## src/rtl/poly_chords.sv

```systemverilog
// -----------------------------------------------------------------------------
// poly_chords : polyphonic note engine
//
// Takes notes from the song reader and places each into one of NUM_VOICES
// voice slots. A free slot (lowest index) is used when one exists; otherwise
// the oldest sounding voice is evicted. Each voice counts its duration down in
// beats. On each codec request every sounding voice produces one sample of its
// waveform and the voices are mixed into a single signed sample.
//
// Waveform generation:
//   - note ROM  : phase increment per request = note * 4 (10-bit phase wheel)
//   - sine read : parabolic sine; x = phase[8:0], |s| = (x*(512-x)*AMP) >> 16
//                 with AMP = 2^(SAMPLE_WIDTH-1)-1, negated when phase[9] = 1.
//                 The peak (x = 256) is exactly AMP.
//
// Ports:
//   i_clk                   system clock
//   i_reset                 synchronous, active-high reset
//   i_play                  1 = run, 0 = pause (voices frozen, samples = 0)
//   i_note                  note code (0 = rest), qualified by i_new_note
//   i_duration              duration in beats, qualified by i_new_note
//   i_new_note              1-cycle strobe: allocate a voice for i_note
//   i_beat                  1-cycle beat tick
//   i_generate_next_sample  1-cycle codec request
//   o_sample_out            signed mixed sample, held between strobes
//   o_new_sample_ready      1-cycle strobe, two cycles after an accepted request
//   o_voices_active         bit i = voice slot i sounding
//   o_voice_stolen          1-cycle strobe: last allocation evicted a voice
// -----------------------------------------------------------------------------
module poly_chords #(
    parameter int NUM_VOICES   = 4,
    parameter int SAMPLE_WIDTH = 16,
    parameter int NOTE_WIDTH   = 6,
    parameter int DUR_WIDTH    = 6,
    parameter int MIX_MODE     = 0
) (
    input  logic                           i_clk,
    input  logic                           i_reset,
    input  logic                           i_play,
    input  logic [NOTE_WIDTH-1:0]          i_note,
    input  logic [DUR_WIDTH-1:0]           i_duration,
    input  logic                           i_new_note,
    input  logic                           i_beat,
    input  logic                           i_generate_next_sample,
    output logic signed [SAMPLE_WIDTH-1:0] o_sample_out,
    output logic                           o_new_sample_ready,
    output logic [NUM_VOICES-1:0]          o_voices_active,
    output logic                           o_voice_stolen
);

    localparam int VIDX_W  = $clog2(NUM_VOICES);
    localparam int PHASE_W = 10;
    localparam int SUM_W   = SAMPLE_WIDTH + VIDX_W;
    localparam logic [47:0] AMP = 48'((64'd1 << (SAMPLE_WIDTH - 1)) - 64'd1);
    localparam logic signed [SUM_W-1:0] SAT_MAX = SUM_W'(AMP);
    localparam logic signed [SUM_W-1:0] SAT_MIN = ~SAT_MAX;

    // Note ROM: phase increment for one sample request.
    function automatic logic [PHASE_W-1:0] note_step(input logic [NOTE_WIDTH-1:0] note);
        return PHASE_W'({note, 2'b00});
    endfunction

    // Sine reader: parabolic approximation of one sine period over the phase wheel.
    function automatic logic signed [SAMPLE_WIDTH-1:0] sine_lookup(input logic [PHASE_W-1:0] ph);
        logic [47:0]             y;
        logic [SAMPLE_WIDTH-1:0] mag;
        y   = 48'(ph[8:0]) * (48'd512 - 48'(ph[8:0]));
        mag = SAMPLE_WIDTH'((y * AMP) >> 16);
        if (ph[9]) begin
            return -$signed(mag);
        end else begin
            return $signed(mag);
        end
    endfunction

    // Per-slot state
    logic [NUM_VOICES-1:0]          r_valid;
    logic [NOTE_WIDTH-1:0]          r_note  [NUM_VOICES];
    logic [DUR_WIDTH-1:0]           r_rem   [NUM_VOICES];
    logic [2:0]                     r_age   [NUM_VOICES];
    logic [PHASE_W-1:0]             r_phase [NUM_VOICES];
    logic                           r_stolen;

    // Sample pipeline
    logic                           r_stage1;
    logic signed [SAMPLE_WIDTH-1:0] r_vsmp  [NUM_VOICES];
    logic signed [SAMPLE_WIDTH-1:0] r_sample_out;
    logic                           r_ready;

    // Combinational helpers
    logic                           w_alloc;
    logic                           w_req;
    logic                           w_has_free;
    logic [VIDX_W-1:0]              w_free_idx;
    logic [VIDX_W-1:0]              w_old_idx;
    logic [2:0]                     w_old_age;
    logic [VIDX_W-1:0]              w_target;
    logic signed [SUM_W-1:0]        w_sum;
    logic signed [SAMPLE_WIDTH-1:0] w_mix;

    assign w_alloc  = i_new_note & i_play & (i_note != '0) & (i_duration != '0);
    // A request arriving while the previous one is still in flight is dropped.
    assign w_req    = i_generate_next_sample & ~r_stage1;
    assign w_target = w_has_free ? w_free_idx : w_old_idx;

    // Victim search: lowest free slot, else oldest slot (ties go to lowest index).
    always_comb begin
        w_has_free = 1'b0;
        w_free_idx = '0;
        for (int i = NUM_VOICES - 1; i >= 0; i--) begin
            w_free_idx = r_valid[i] ? w_free_idx : VIDX_W'(i);
            w_has_free = w_has_free | ~r_valid[i];
        end
        w_old_idx = '0;
        w_old_age = r_age[0];
        for (int i = 1; i < NUM_VOICES; i++) begin
            w_old_idx = (r_age[i] > w_old_age) ? VIDX_W'(i) : w_old_idx;
            w_old_age = (r_age[i] > w_old_age) ? r_age[i]   : w_old_age;
        end
    end

    // Mixer: widened signed sum, then average or saturate.
    always_comb begin
        w_sum = '0;
        for (int i = 0; i < NUM_VOICES; i++) begin
            w_sum = w_sum + {{VIDX_W{r_vsmp[i][SAMPLE_WIDTH-1]}}, r_vsmp[i]};
        end
        if (MIX_MODE == 0) begin
            // Arithmetic shift then truncate is exactly the upper slice.
            w_mix = w_sum[VIDX_W +: SAMPLE_WIDTH];
        end else if (w_sum > SAT_MAX) begin
            w_mix = SAT_MAX[SAMPLE_WIDTH-1:0];
        end else if (w_sum < SAT_MIN) begin
            w_mix = SAT_MIN[SAMPLE_WIDTH-1:0];
        end else begin
            w_mix = w_sum[SAMPLE_WIDTH-1:0];
        end
    end

    // Voice slot state: allocation, ageing, beat countdown, phase advance.
    always_ff @(posedge i_clk) begin
        if (i_reset) begin
            r_valid  <= '0;
            r_stolen <= 1'b0;
            for (int i = 0; i < NUM_VOICES; i++) begin
                r_note[i]  <= '0;
                r_rem[i]   <= '0;
                r_age[i]   <= 3'd0;
                r_phase[i] <= '0;
            end
        end else begin
            for (int i = 0; i < NUM_VOICES; i++) begin
                if (w_alloc && (w_target == VIDX_W'(i))) begin
                    // Freshly loaded slot ignores this cycle's beat and phase step.
                    r_valid[i] <= 1'b1;
                    r_note[i]  <= i_note;
                    r_rem[i]   <= i_duration;
                    r_age[i]   <= 3'd0;
                    r_phase[i] <= '0;
                end else begin
                    if (w_alloc && r_valid[i] && (r_age[i] != 3'd7)) begin
                        r_age[i] <= r_age[i] + 3'd1;
                    end
                    if (i_beat && i_play && r_valid[i]) begin
                        r_rem[i] <= r_rem[i] - DUR_WIDTH'(1);
                        if (r_rem[i] == DUR_WIDTH'(1)) begin
                            r_valid[i] <= 1'b0;
                        end
                    end
                    if (w_req && i_play && r_valid[i]) begin
                        r_phase[i] <= r_phase[i] + note_step(r_note[i]);
                    end
                end
            end
            r_stolen <= w_alloc & ~w_has_free;
        end
    end

    // First pipeline stage: capture each voice's waveform sample.
    always_ff @(posedge i_clk) begin
        if (i_reset) begin
            r_stage1 <= 1'b0;
            for (int i = 0; i < NUM_VOICES; i++) begin
                r_vsmp[i] <= '0;
            end
        end else begin
            r_stage1 <= w_req;
            if (w_req) begin
                for (int i = 0; i < NUM_VOICES; i++) begin
                    r_vsmp[i] <= (i_play && r_valid[i]) ? sine_lookup(r_phase[i]) : '0;
                end
            end
        end
    end

    // Output stage: registered mix and ready strobe.
    always_ff @(posedge i_clk) begin
        if (i_reset) begin
            r_sample_out <= '0;
            r_ready      <= 1'b0;
        end else begin
            r_ready <= r_stage1;
            if (r_stage1) begin
                r_sample_out <= w_mix;
            end
        end
    end

    assign o_sample_out       = r_sample_out;
    assign o_new_sample_ready = r_ready;
    assign o_voices_active    = r_valid;
    assign o_voice_stolen     = r_stolen;

endmodule

```

## config.mk

```make
export PLATFORM = sky130hd
export DESIGN_NAME = poly_chords
export DESIGN_NICKNAME = d
export VERILOG_FILES = /design/src/rtl/poly_chords.sv
export SDC_FILE = /design/constraint.sdc
export NUM_CORES = 1
export LEC_CHECK = 0
export ABC_AREA = 1
export CAP_MARGIN = 20
export CELL_PAD_IN_SITES_DETAIL_PLACEMENT = 1
export CELL_PAD_IN_SITES_GLOBAL_PLACEMENT = 1
export CORE_MARGIN = 4
export CORE_UTILIZATION = 45
export DETAILED_ROUTE_END_ITERATION = 8
export PLACE_DENSITY_LB_ADDON = 0.1
export SLEW_MARGIN = 0
export SYNTH_ARGS = -nofsm -noshare
export SYNTH_HDL_FRONTEND = slang
export SYNTH_SLANG_ARGS = --single-unit
```

## constraint.sdc

```tcl
create_clock -name i_clk -period 34 [get_ports i_clk]
set_input_delay 3.4 -clock i_clk [delete_from_list [all_inputs] [get_ports i_clk]]
set_output_delay 3.4 -clock i_clk [all_outputs]
set_load 0.005 [all_outputs]
```

==> impl_metrics.py <==
metrics = {
    "sta": {
        "hold_viol_final": 0,
        "slew_viol_final": 0,
        "setup-tns-final_ns": 0,
        "period_share_pct": 35.99,
        "rsz0062_at_grt": "no",
        "tightestPinTransition_ns": 1.003,
        "min_period_ns": 12.24,
        "skew_ns": 0.01332,
        "max_freq_ghz": 0.08172,
        "setup_viol": 0,
        "max_slew_margin_pct": 32.90,
    },
    "global_route": {
        "track_usage_pct": 24.25,
        "grt_pass1_wl_mm": 204.7,
        "grt_max_degree": 65,
        "globalRouteOverflowTotal": 0,
        "grt_pass1_vias": 37560,
        "antenna_found_initial": 0,
    },
    "setup_path": {
        "cp.required_ns": 34.19,
        "start_kind": "flip-flop",
        "reg2reg_slack_ns": 21.76,
        "critPathMaxStageDelay_ns": 0.80,
        "cp.arrival_ns": 12.43,
        "endpoint_kind": "flip-flop",
        "crit_type": "reg -> reg",
        "cpMaxStageDelayCell": "edfxtp_1",
        "path_max_fanout": 16,
    },
    "detailed_routing": {
        "via_per_inst": 5.012,
        "wirelength_mm": 124.0,
        "wl_per_cell_um": 18.30,
        "drt-initial-drc-count": 1593,
        "dr.pass1.iters": 6,
        "drc": 0,
        "num_vias": 33960,
        "antenna_left": 0,
    },
    "synth": {
        "yosysSeqAreaShare_pct": 11.42,
        "yosys.cell_types.count": 55,
        "synthFlopType": "edfxtp_1",
        "syn-instance-count": 5438,
        "syn_avg_cell_area_um2": 8.284,
        "ys_warn_count": 0,
        "async_reset_ff_share_pct": 0,
        "synth-seq-cells": 179,
        "netlist_area_um2": 45050,
        "synth_edf_count": 156,
    },
    "cts": {
        "cts-resized-gates": 0,
        "cts_setup_buffers": 0,
        "h-tree-depth": 4,
        "cts_tree": "done",
        "cts_buffers": 17,
        "clk_pin_slew_worst_paths_ns": 0.08,
        "clock_latency_ns": 0.46,
        "cts-root-buf": "clkbuf_16",
        "ctsHoldBuffers": 0,
        "clockBufferDepth": 2,
        "cts.sinks": 179,
    },
    "placement": {
        "place.gp.congestion": 0.8837,
        "hpwl_mm": 112.9,
        "portBuffers": 39,
    },
    "floorplan": {
        "rows": 115,
        "ios": 40,
        "start_util_pct": 45.57,
        "die_area_um2": 105200,
        "coreArea_um2": 98850,
        "fp.dieW_um": 324.4,
        "die_h_um": 324.4,
    },
    "cells_and_area": {
        "syn_to_final_growth_pct": 5.569,
        "drive_above_1_share_pct": 3.188,
        "nFillCells": 12000,
        "diodes": 0,
        "fin_nets": 6855,
    },
    "flow_run": {
        "maxCapViolCount": 0,
    },
    "run_status": {
        "status": "completed",
    },
    "worst_hold_path": {
        "hp-class": "reg -> reg",
    },
}
## state kept, by name (all words and copies together) (netlist names)
name,flops
o_voice_stolen,1
r_vsmp,64
o_new_sample_ready,1
r_age,12
r_note,24
o_voices_active,4
o_sample_out,16
r_rem,24
r_phase,32
r_stage1,1
## critical path, delay by kind of cell, from the launching register on
| family | cells | cell delay (ns) |
|---|---|---|
| fa+ha+maj | 15 | 7.08 |
| xor+xnor | 2 | 0.68 |
| flops | 1 | 0.80 |
| compound gates | 1 | 0.07 |
| simple gates | 17 | 2.20 |
| buf+inv | 10 | 1.17 |
## final timing paths
| path | endpoint | depth (start not counted) | from |
|---|---|---|---|
| setup / recovery | r_vsmp[3][12] | 45 | r_phase[3][2] |
| hold / removal | r_age[2][0] | 1 | r_age[2][0] |
| setup reg to reg | r_vsmp[3][12] | 45 | r_phase[3][2] |
| hold reg to reg | r_age[2][0] | 1 | r_age[2][0] |
## cell families after synthesis
kind of cell             synth area share (%)
XOR/XNOR                                2.539
AO/OA/AOI/OAI                           5.485
other                                 0.01667
adder cells (fa/ha/maj)                 50.62
buffers and inverters                   13.61
flip-flops                              11.42
AND/OR/NAND/NOR                         16.31
## cells in the final DEF (no fill, tap or decap), types with 11 or more instances in the layout
cell	n
inv_1	1564
nand2_1	829
fa_1	769
ha_1	592
nor2_1	442
a21oi_1	198
nand3_1	188
edfxtp_1	156
o21ai_0	114
xor2_1	66
nand4_1	59
nor3_1	53
xnor2_1	49
clkdlybuf4s50_1	39
conb_1	32
nand2_2	29
dfxtp_1	23
or2_2	21
o22ai_1	19
o21bai_1	18
nor2_2	18
nand3b_1	17
clkbuf_16	17
o21ai_1	15
inv_2	13
a21o_1	13
nor3_2	11
## Yosys cell counts (13+ instances only)
cell / instances / area, um2
dfxtp_1: 23 / 460.4
o21ai_1: 15 / 75.07
inv_2: 13 / 48.80
a21o_1: 13 / 97.59
o21bai_1: 18 / 135.1
nand3b_1: 17 / 127.6
o22ai_1: 19 / 118.9
nand3_1: 188 / 940.9
nand4_1: 59 / 369.1
nor3_1: 53 / 265.3
edfxtp_1: 156 / 4684
ha_1: 592 / 7407
fa_1: 769 / 15390
nand2_2: 28 / 175.2
nor2_1: 442 / 1659
o21ai_0: 114 / 570.6
a21oi_1: 198 / 991.0
xor2_1: 66 / 578.1
xnor2_1: 49 / 429.2
nand2_1: 830 / 3115
nor2_2: 18 / 112.6
clkbuf_1: 49 / 183.9
or2_2: 21 / 131.4
inv_1: 1564 / 5871
## through the flow
step / std cells / area [um2] / setup slack (ns) / util [%] / hold slack [ns]
after global routing: 6776 / 47560 / 20.93 / 48.11 / 0.6252
after floorplan: 5468 / 45160 / 23.37 / - / 0.4723
final: 6776 / 47560 / 21.76 / 48.11 / 0.6129
after detailed placement: 6744 / 46990 / 21.78 / 47.53 / 0.5997
after global placement: 6744 / 46990 / 21.80 / 47.53 / 0.5902
after CTS: 6776 / 47560 / 21.70 / 48.11 / 0.6101
## metal layers
metal,global-route usage (%),wire length (um),vias up
li1,-,-,16450
met1,34.27,59020,17100
met2,41.95,60950,324
met3,1.524,2170,85
met4,3.893,1868,0
met5,0,0,-
## layout make-up
| type | instances | area (um2) | share of cell area, % |
|---|---|---|---|
| Multi-Input combinational cell | 3657 | 33890 | 71.26 |
| Inverter | 1578 | 5923 | 12.45 |
| Sequential cell | 179 | 5145 | 10.82 |
| Tap cell | 1287 | 1610 | 3.386 |
| Clock buffer | 17 | 425.4 | 0.8945 |
| Timing Repair Buffer | 43 | 420.4 | 0.8840 |
| Clock inverter | 15 | 145.1 | 0.3052 |
Power is left out: the tool's default activity adds up to more than one toggle a clock period on the data nets, which glitch-free logic cannot reach.
